**config.mk**
```make
export PLATFORM = sky130hd
export DESIGN_NAME = fifo_word_packer
export DESIGN_NICKNAME = d
export VERILOG_FILES = /design/src/rtl/fifo_word_packer.sv
export SDC_FILE = /design/constraint.sdc
export NUM_CORES = 1
export LEC_CHECK = 0
export ABC_CLOCK_PERIOD_IN_PS = 6200
export BUFFER_PORTS_ARGS = -buffer_cell sky130_fd_sc_hd__buf_4
export CAP_MARGIN = 20
export CORE_MARGIN = 2
export CORE_UTILIZATION = 30
export CTS_BUF_LIST = sky130_fd_sc_hd__clkbuf_2
export DETAILED_ROUTE_END_ITERATION = 12
export GPL_TIMING_DRIVEN = 0
export HOLD_SLACK_MARGIN = 0.05
export SYNTH_ARGS = -nofsm -noshare
export SYNTH_HDL_FRONTEND = slang
export SYNTH_SLANG_ARGS = --single-unit
```
**constraint.sdc**
```tcl
create_clock -name clk -period 6.2 [get_ports clk]
set_clock_uncertainty 0.2 [all_clocks]
set_input_delay 1.24 -clock clk [delete_from_list [all_inputs] [get_ports clk]]
set_output_delay 1.24 -clock clk [all_outputs]
set_load 0.01 [all_outputs]
```
**src/rtl/fifo_word_packer.sv**
```systemverilog
// Packs Lanes consecutive FIFO entries into one output word on a valid/ready
// stream. Drives the FIFO pop directly (1-cycle read latency) and supports a
// flush that forces out a partial word with a lane-keep mask.
module fifo_word_packer #(
  parameter int Width = 8,
  parameter int Lanes = 4
) (
  input  logic                   clk,
  input  logic                   rst_n,
  input  logic                   fifo_empty,
  output logic                   fifo_rd_en,
  input  logic [Width-1:0]       fifo_data_out,
  input  logic                   flush,
  output logic                   flush_done,
  output logic                   out_valid,
  input  logic                   out_ready,
  output logic [Width*Lanes-1:0] out_data,
  output logic [Lanes-1:0]       out_keep
);

  localparam int CW = $clog2(Lanes + 1);

  typedef enum logic [1:0] {RUN, DRAIN, EMIT} state_e;

  state_e                 state_q, state_d;
  logic [Width-1:0]       acc_q [Lanes];
  logic [Width-1:0]       acc_d [Lanes];
  logic [CW-1:0]          cnt_q, cnt_d;
  logic                   pend_q, pend_d;
  logic [Width*Lanes-1:0] out_data_q, out_data_d;
  logic [Lanes-1:0]       out_keep_q, out_keep_d;
  logic                   out_valid_q, out_valid_d;

  logic          slot_free;
  logic          xfer;
  logic          emit_load;
  logic [CW-1:0] base;
  logic [CW:0]   fill;

  // A full accumulator moves out whenever the output slot can take it; the
  // landing lane index and the read-gating fill level are taken after that move.
  assign slot_free  = !out_valid_q || out_ready;
  assign xfer       = (cnt_q == CW'(Lanes)) && slot_free;
  assign base       = xfer ? '0 : cnt_q;
  assign fill       = {1'b0, base} + (CW+1)'(pend_q);
  assign emit_load  = (state_q == EMIT) && (cnt_q != '0) && slot_free;
  assign flush_done = (state_q == EMIT) && ((cnt_q == '0) || slot_free);
  // Only pop when the entry is guaranteed a free lane on landing.
  assign fifo_rd_en = rst_n && (state_q == RUN) && !fifo_empty &&
                      (fill < (CW+1)'(Lanes));

  assign out_valid = out_valid_q;
  assign out_data  = out_data_q;
  assign out_keep  = out_keep_q;

  // Next state: RUN accepts a flush, DRAIN waits out in-flight entries and
  // full words, EMIT pushes the partial word (or nothing) and returns.
  always_comb begin
    state_d = state_q;
    unique case (state_q)
      RUN:     if (flush) state_d = DRAIN;
      DRAIN:   if (!pend_q && (cnt_q < CW'(Lanes))) state_d = EMIT;
      EMIT:    if ((cnt_q == '0) || slot_free) state_d = RUN;
      default: state_d = RUN;
    endcase
  end

  // Accumulator fill: landing entry goes into the next free lane.
  always_comb begin
    acc_d  = acc_q;
    pend_d = fifo_rd_en;
    for (int i = 0; i < Lanes; i++) begin
      if (pend_q && (base == CW'(i))) acc_d[i] = fifo_data_out;
    end
    if (emit_load) cnt_d = '0;
    else           cnt_d = base + CW'(pend_q);
  end

  // Output register: full-word load, partial-word load, or clear on handshake.
  always_comb begin
    out_data_d  = out_data_q;
    out_keep_d  = out_keep_q;
    out_valid_d = out_valid_q;
    if (xfer) begin
      for (int i = 0; i < Lanes; i++) out_data_d[i*Width +: Width] = acc_q[i];
      out_keep_d  = '1;
      out_valid_d = 1'b1;
    end else if (emit_load) begin
      for (int i = 0; i < Lanes; i++) begin
        out_data_d[i*Width +: Width] = (CW'(i) < cnt_q) ? acc_q[i] : '0;
        out_keep_d[i]                = (CW'(i) < cnt_q);
      end
      out_valid_d = 1'b1;
    end else if (out_ready) begin
      out_valid_d = 1'b0;
    end
  end

  // Control and output registers with asynchronous reset.
  always_ff @(posedge clk or negedge rst_n) begin
    if (!rst_n) begin
      state_q     <= RUN;
      cnt_q       <= '0;
      pend_q      <= 1'b0;
      out_data_q  <= '0;
      out_keep_q  <= '0;
      out_valid_q <= 1'b0;
    end else begin
      state_q     <= state_d;
      cnt_q       <= cnt_d;
      pend_q      <= pend_d;
      out_data_q  <= out_data_d;
      out_keep_q  <= out_keep_d;
      out_valid_q <= out_valid_d;
    end
  end

  // Accumulator storage; contents are qualified by cnt, so no reset needed.
  always_ff @(posedge clk) begin
    acc_q <= acc_d;
  end

endmodule

```
# --- Word level (Yosys, flattened, before mapping) ---
# Cells that the tools add are included.
classes:
  reduce_logical: 24
  mux: 17
  addsub: 2
  n_lt_le_gt_ge: 6
  eq_ne: 9
ops:
  columns: ["cell", "count"]
  rows:
  - ["2-to-1 mux 32 bit", 2]
  - ["2-to-1 mux 8 bit", 4]
  - ["logical AND 1 bit", 12]
  - ["2-to-1 mux 4 bit", 2]
  - ["equality test 3 x 2 -> 1 bit (second input constant)", 2]
  - ["zero test 3 bit", 2]
  - ["< comparator 1 x 3 -> 1 bit (first input constant)", 2]
  - ["< comparator 2 x 3 -> 1 bit (first input constant)", 2]
  - ["2-to-1 mux 2 bit", 3]
  - ["2-to-1 mux 3 bit", 2]
  - ["one-hot mux 2 bit (3 select lines)", 1]
  - ["nonzero test 3 bit", 2]
  - ["adder 3 x 1 -> 4 bit", 1]
  - ["< comparator 4 x 3 -> 1 bit (second input constant)", 1]
  - ["inequality test 2 bit (second input constant)", 2]
  - ["adder 3 x 1 -> 3 bit", 1]
  - ["equality test 3 x 1 -> 1 bit (second input constant)", 1]
  - ["equality test 3 bit (second input constant)", 1]
  - ["zero test 1 bit", 3]
  - ["< comparator 3 bit (second input constant)", 1]
  - ["2-to-1 mux 1 bit", 3]
  - ["AND reduction 3 bit", 1]
  - ["equality test 2 x 1 -> 1 bit (second input constant)", 1]
  - ["equality test 2 bit (second input constant)", 1]
  - ["4 further kinds", 5]
word_totals:
  register_bits: 75
  in_bits: 13
  elab_cells: 68

# --- Depth between registers and ports, before layout ---
depth:
  depth_word: 7
  depth_mapped: 6

# --- Least setup slack after synthesis ---
# Ideal clock, no wire load.
synth_timing:
  path_kind: "input to output"
  startpoint: "in out_ready"
  endpoint: "out fifo_rd_en"
  arrival_time_ns: 1.980
  slack_ns: 2.780
  cell_stages: 4
  cell_sequence: "nand2b_1 clkbuf_1 a221oi_1 o21a_1"
synth_via:
  elab_chain_len: 6
synth_rtl:
  columns: ["element", "line", "rtl"]
  rows:
  - ["from (decl)", "16", "input logic out_ready,"]
  - ["logical OR 1 bit", "42", "assign slot_free = !out_valid_q || out_ready;"]
  - ["logical AND 1 bit", "43", "assign xfer = (cnt_q == CW'(Lanes)) && slot_free;"]
  - ["2-to-1 mux 3 bit", "44", "assign base = xfer ? '0 : cnt_q;"]
  - ["adder 3 x 1 -> 4 bit", "45", "assign fill = {1'b0, base} + (CW+1)'(pend_q);"]
  - ["< comparator 4 x 3 -> 1 bit", "50", "(fill < (CW+1)'(Lanes));"]
  - ["logical AND 1 bit", "49", "assign fifo_rd_en = rst_n && (state_q == RUN) && !fifo_empty &&"]
  - ["to (decl)", "11", "output logic fifo_rd_en,"]
# No other way between the ends.

# --- Worst setup path after layout ---
layout_timing:
  startpoint: "in rst_n"
  endpoint: "out fifo_rd_en"
layout_via:
  elab_chain_len: 3
layout_rtl:
  columns: ["element", "line", "rtl"]
  rows:
  - ["from (decl)", "9", "input logic rst_n,"]
  - ["logical AND 1 bit (3 in series)", "49", null]
# No other way between the ends.

==> reports/qor.csv <==
metric,value,unit
grt-ovfl-total,0,
yosys-top-cells-area,"dfrtp_1 (39%), edfxtp_1 (35%), a22o_1 (7.7%)",
maxCapViolCount,0,
tightest_slew,0.9300,ns
path_cells,buf_4 -> nor4b_1 -> o21a_1 -> buf_4,
crit_path_start_kind,input pin,
synth_top_cell_area_share,0.3938,
ir_drop,0.1274,mV
num_vias,1597,
totalWireLength,5407,um
yosys.area.top_type,dfrtp_1,
crit_path_end_kind,primary output,
power,1.617,mW
drc,0,
crit_top_cell,buf_4,
drive_gt1_frac,0.3707,
crit_path_top_delay_cell,buf_4,
critPathKind,input pin to primary output,
synthDistinctLibCells,36,
initial_core_util,0.3118,
first_pass_iters,4,
power.internal,1.104,mW
slew_headroom,0.3711,
period_share,0.6087,
max_freq,265.0,MHz
cp_max_fo,44,
status,"complete, no violations",
sequentialPowerShare,0.449,
wl_per_cell,15.86,um
static-leakage-power,1.508,nW
cts_tree,done,
clock_power_share,0.212,
postCtsSetupBuffers,0,
grtUsageMet2,0.1632,
htree_levels,3,
cts_hold_buf,0,
p_comb_frac,0.339,
clkTransAtPathRegs,0.18,ns
io_buffers,51,
grt_pass1_wl,8604,um
syn_avg_cell_area,16.66,um^2
clock_sinks,75,
r2r_slack,4.03,ns
report.final.slew_viol_count,0,
final_cell_mix,"buf_4 (51), dfrtp_1 (43), edfxtp_1 (32)",
die_w,99.44,um
grt-busiest-layer,met2,
power_switching,0.5128,mW
postCtsResizedCells,0,
core_region_area,8763,um^2
syn_nets,179,
min_path_type,flop to flop,
cts_buffer_depth,2,
holdPathStages,1,
cp-startpoint,rst_n,
fp.dieH,99.44,um
final_common_cell,buf_4,
rr_startpoint,out_valid,
crit_arrival,2.33,ns
cpPeakStageDelay,0.44,ns
power_density,472.2,nW/um^2
rsz0062_at_grt,no,
dieArea,9888,um^2
syn_inst,164,
first_iter_violations,96,
synthToLayoutAreaGrowth,25.32,%
numCtsBuffers,9,
synth-seq-cells,75,
setup_viol,0,
final_net_count,242,
holdPathEnd,out_data[13],
pin_count,52,
seq_area_frac_synth,0.7454,
setup_tns,0,ns
fin_util,0.3908,
swShare,0.3172,
ant_nets,0,
hold_ws,0.2859,ns
use_met1,0.1580,
gp_congestion,0.8427,
root_buffer,clkbuf_2,
post-route-min-period,3.774,ns
min_from,acc_q[21],
hold_viol_final,0,
antenna_found_initial,1,
hpwlAfterDp,3769,um
syn_area,2733,um^2
rows,34,
clock_latency,0.50,ns
via_per_inst,4.683,
grt_use_met3,0.03443,
grt_max_degree,45,
rr_worst_depth,5,
ys_warn_count,0,
grt_pass1_vias,1620,
r2r_end,out_data[19],
grt.total_usage,0.1164,
worstPathRequired,4.76,ns
==> Yosys cell counts <==
library cell / number
edfxtp_1: 32
or3_1: 1
mux2_2: 3
nor3_1: 1
o22a_1: 1
buf_6: 1
nor2_4: 1
nor2_2: 1
and3_1: 1
and2b_1: 1
a221oi_1: 1
o211a_1: 1
buf_8: 1
nor2_1: 6
o21ai_0: 2
nor4bb_1: 1
nor3b_1: 1
nand4_1: 1
nor2b_1: 1
clkbuf_1: 2
a21oi_1: 4
a22o_1: 24
ha_1: 2
o21bai_1: 1
a211oi_1: 1
nand3b_1: 1
o31ai_1: 1
nand2b_1: 4
o21a_1: 4
nand2_1: 5
a21o_1: 1
nor4b_1: 1
dfrtp_1: 43
buf_2: 5
mux2_4: 5
nor3_2: 2
==> sequential cells by signal, indices dropped and copies added, names as in the netlist <==
signal	cells
state_q	2
acc_q	32
out_valid	1
out_keep	4
out_data	32
pend_q	1
cnt_q	3
==> power groups by stage <==
stage | clock network, mW | registers (mW) | logic (mW)
5_1_grt | 0.369 | 0.743 | 0.598
3_3_place_gp | 0 | 0.740 | 0.548
6_report | 0.343 | 0.726 | 0.548
2_1_floorplan | 0 | 0.761 | 0.288
3_5_place_dp | 0 | 0.740 | 0.559
4_1_cts | 0.351 | 0.728 | 0.561
==> through the flow <==
stage	cell area, um^2	setup slack [ns]	instances
2_1_floorplan	2733	2.780	164
5_1_grt	3425	2.213	341
4_1_cts	3422	2.343	340
3_5_place_dp	3262	2.336	324
6_report	3425	2.426	341
3_3_place_gp	3251	2.325	323
==> worst max-delay path: cells and delay by family <==
family	cells	cell delay (ns)
simple gates	1	0.34
buf+inv	2	0.56
compound gates	1	0.19
==> logic make-up after synthesis <==
logic type | Yosys count | share of synthesized area
multiplexers | 8 | 0.03983
flip-flops | 75 | 0.7454
AND/OR/NAND/NOR | 29 | 0.06411
buffers and inverters | 9 | 0.02152
adder cells (fa/ha/maj) | 2 | 0.009156
AO/OA/AOI/OAI | 41 | 0.1200
==> worst max-delay path by stage <==
stage | end | depth (start not counted)
floorplan | fifo_rd_en | 4
global placement | fifo_rd_en | 4
detailed placement | fifo_rd_en | 4
CTS | fifo_rd_en | 4
global route | fifo_rd_en | 4
finish | fifo_rd_en | 4
==> cell type report <==
class | count | area (um^2)
Clock inverter | 7 | 115.1
Multi-Input combinational cell | 80 | 643.1
Antenna cell | 1 | 2.502
Sequential cell | 75 | 2037
Fill cell | 839 | 5339
Buffer | 9 | 58.81
Clock buffer | 9 | 45.04
Timing Repair Buffer | 52 | 387.9
Tap cell | 108 | 135.1
==> layer usage <==
metal | part of all wire | wire, um
met1 | 0.47 | 2517
met2 | 0.44 | 2403
met3 | 0.062 | 336
met4 | 0.028 | 150
met5 | 0 | 0
(Power assumes the default switching activity.)
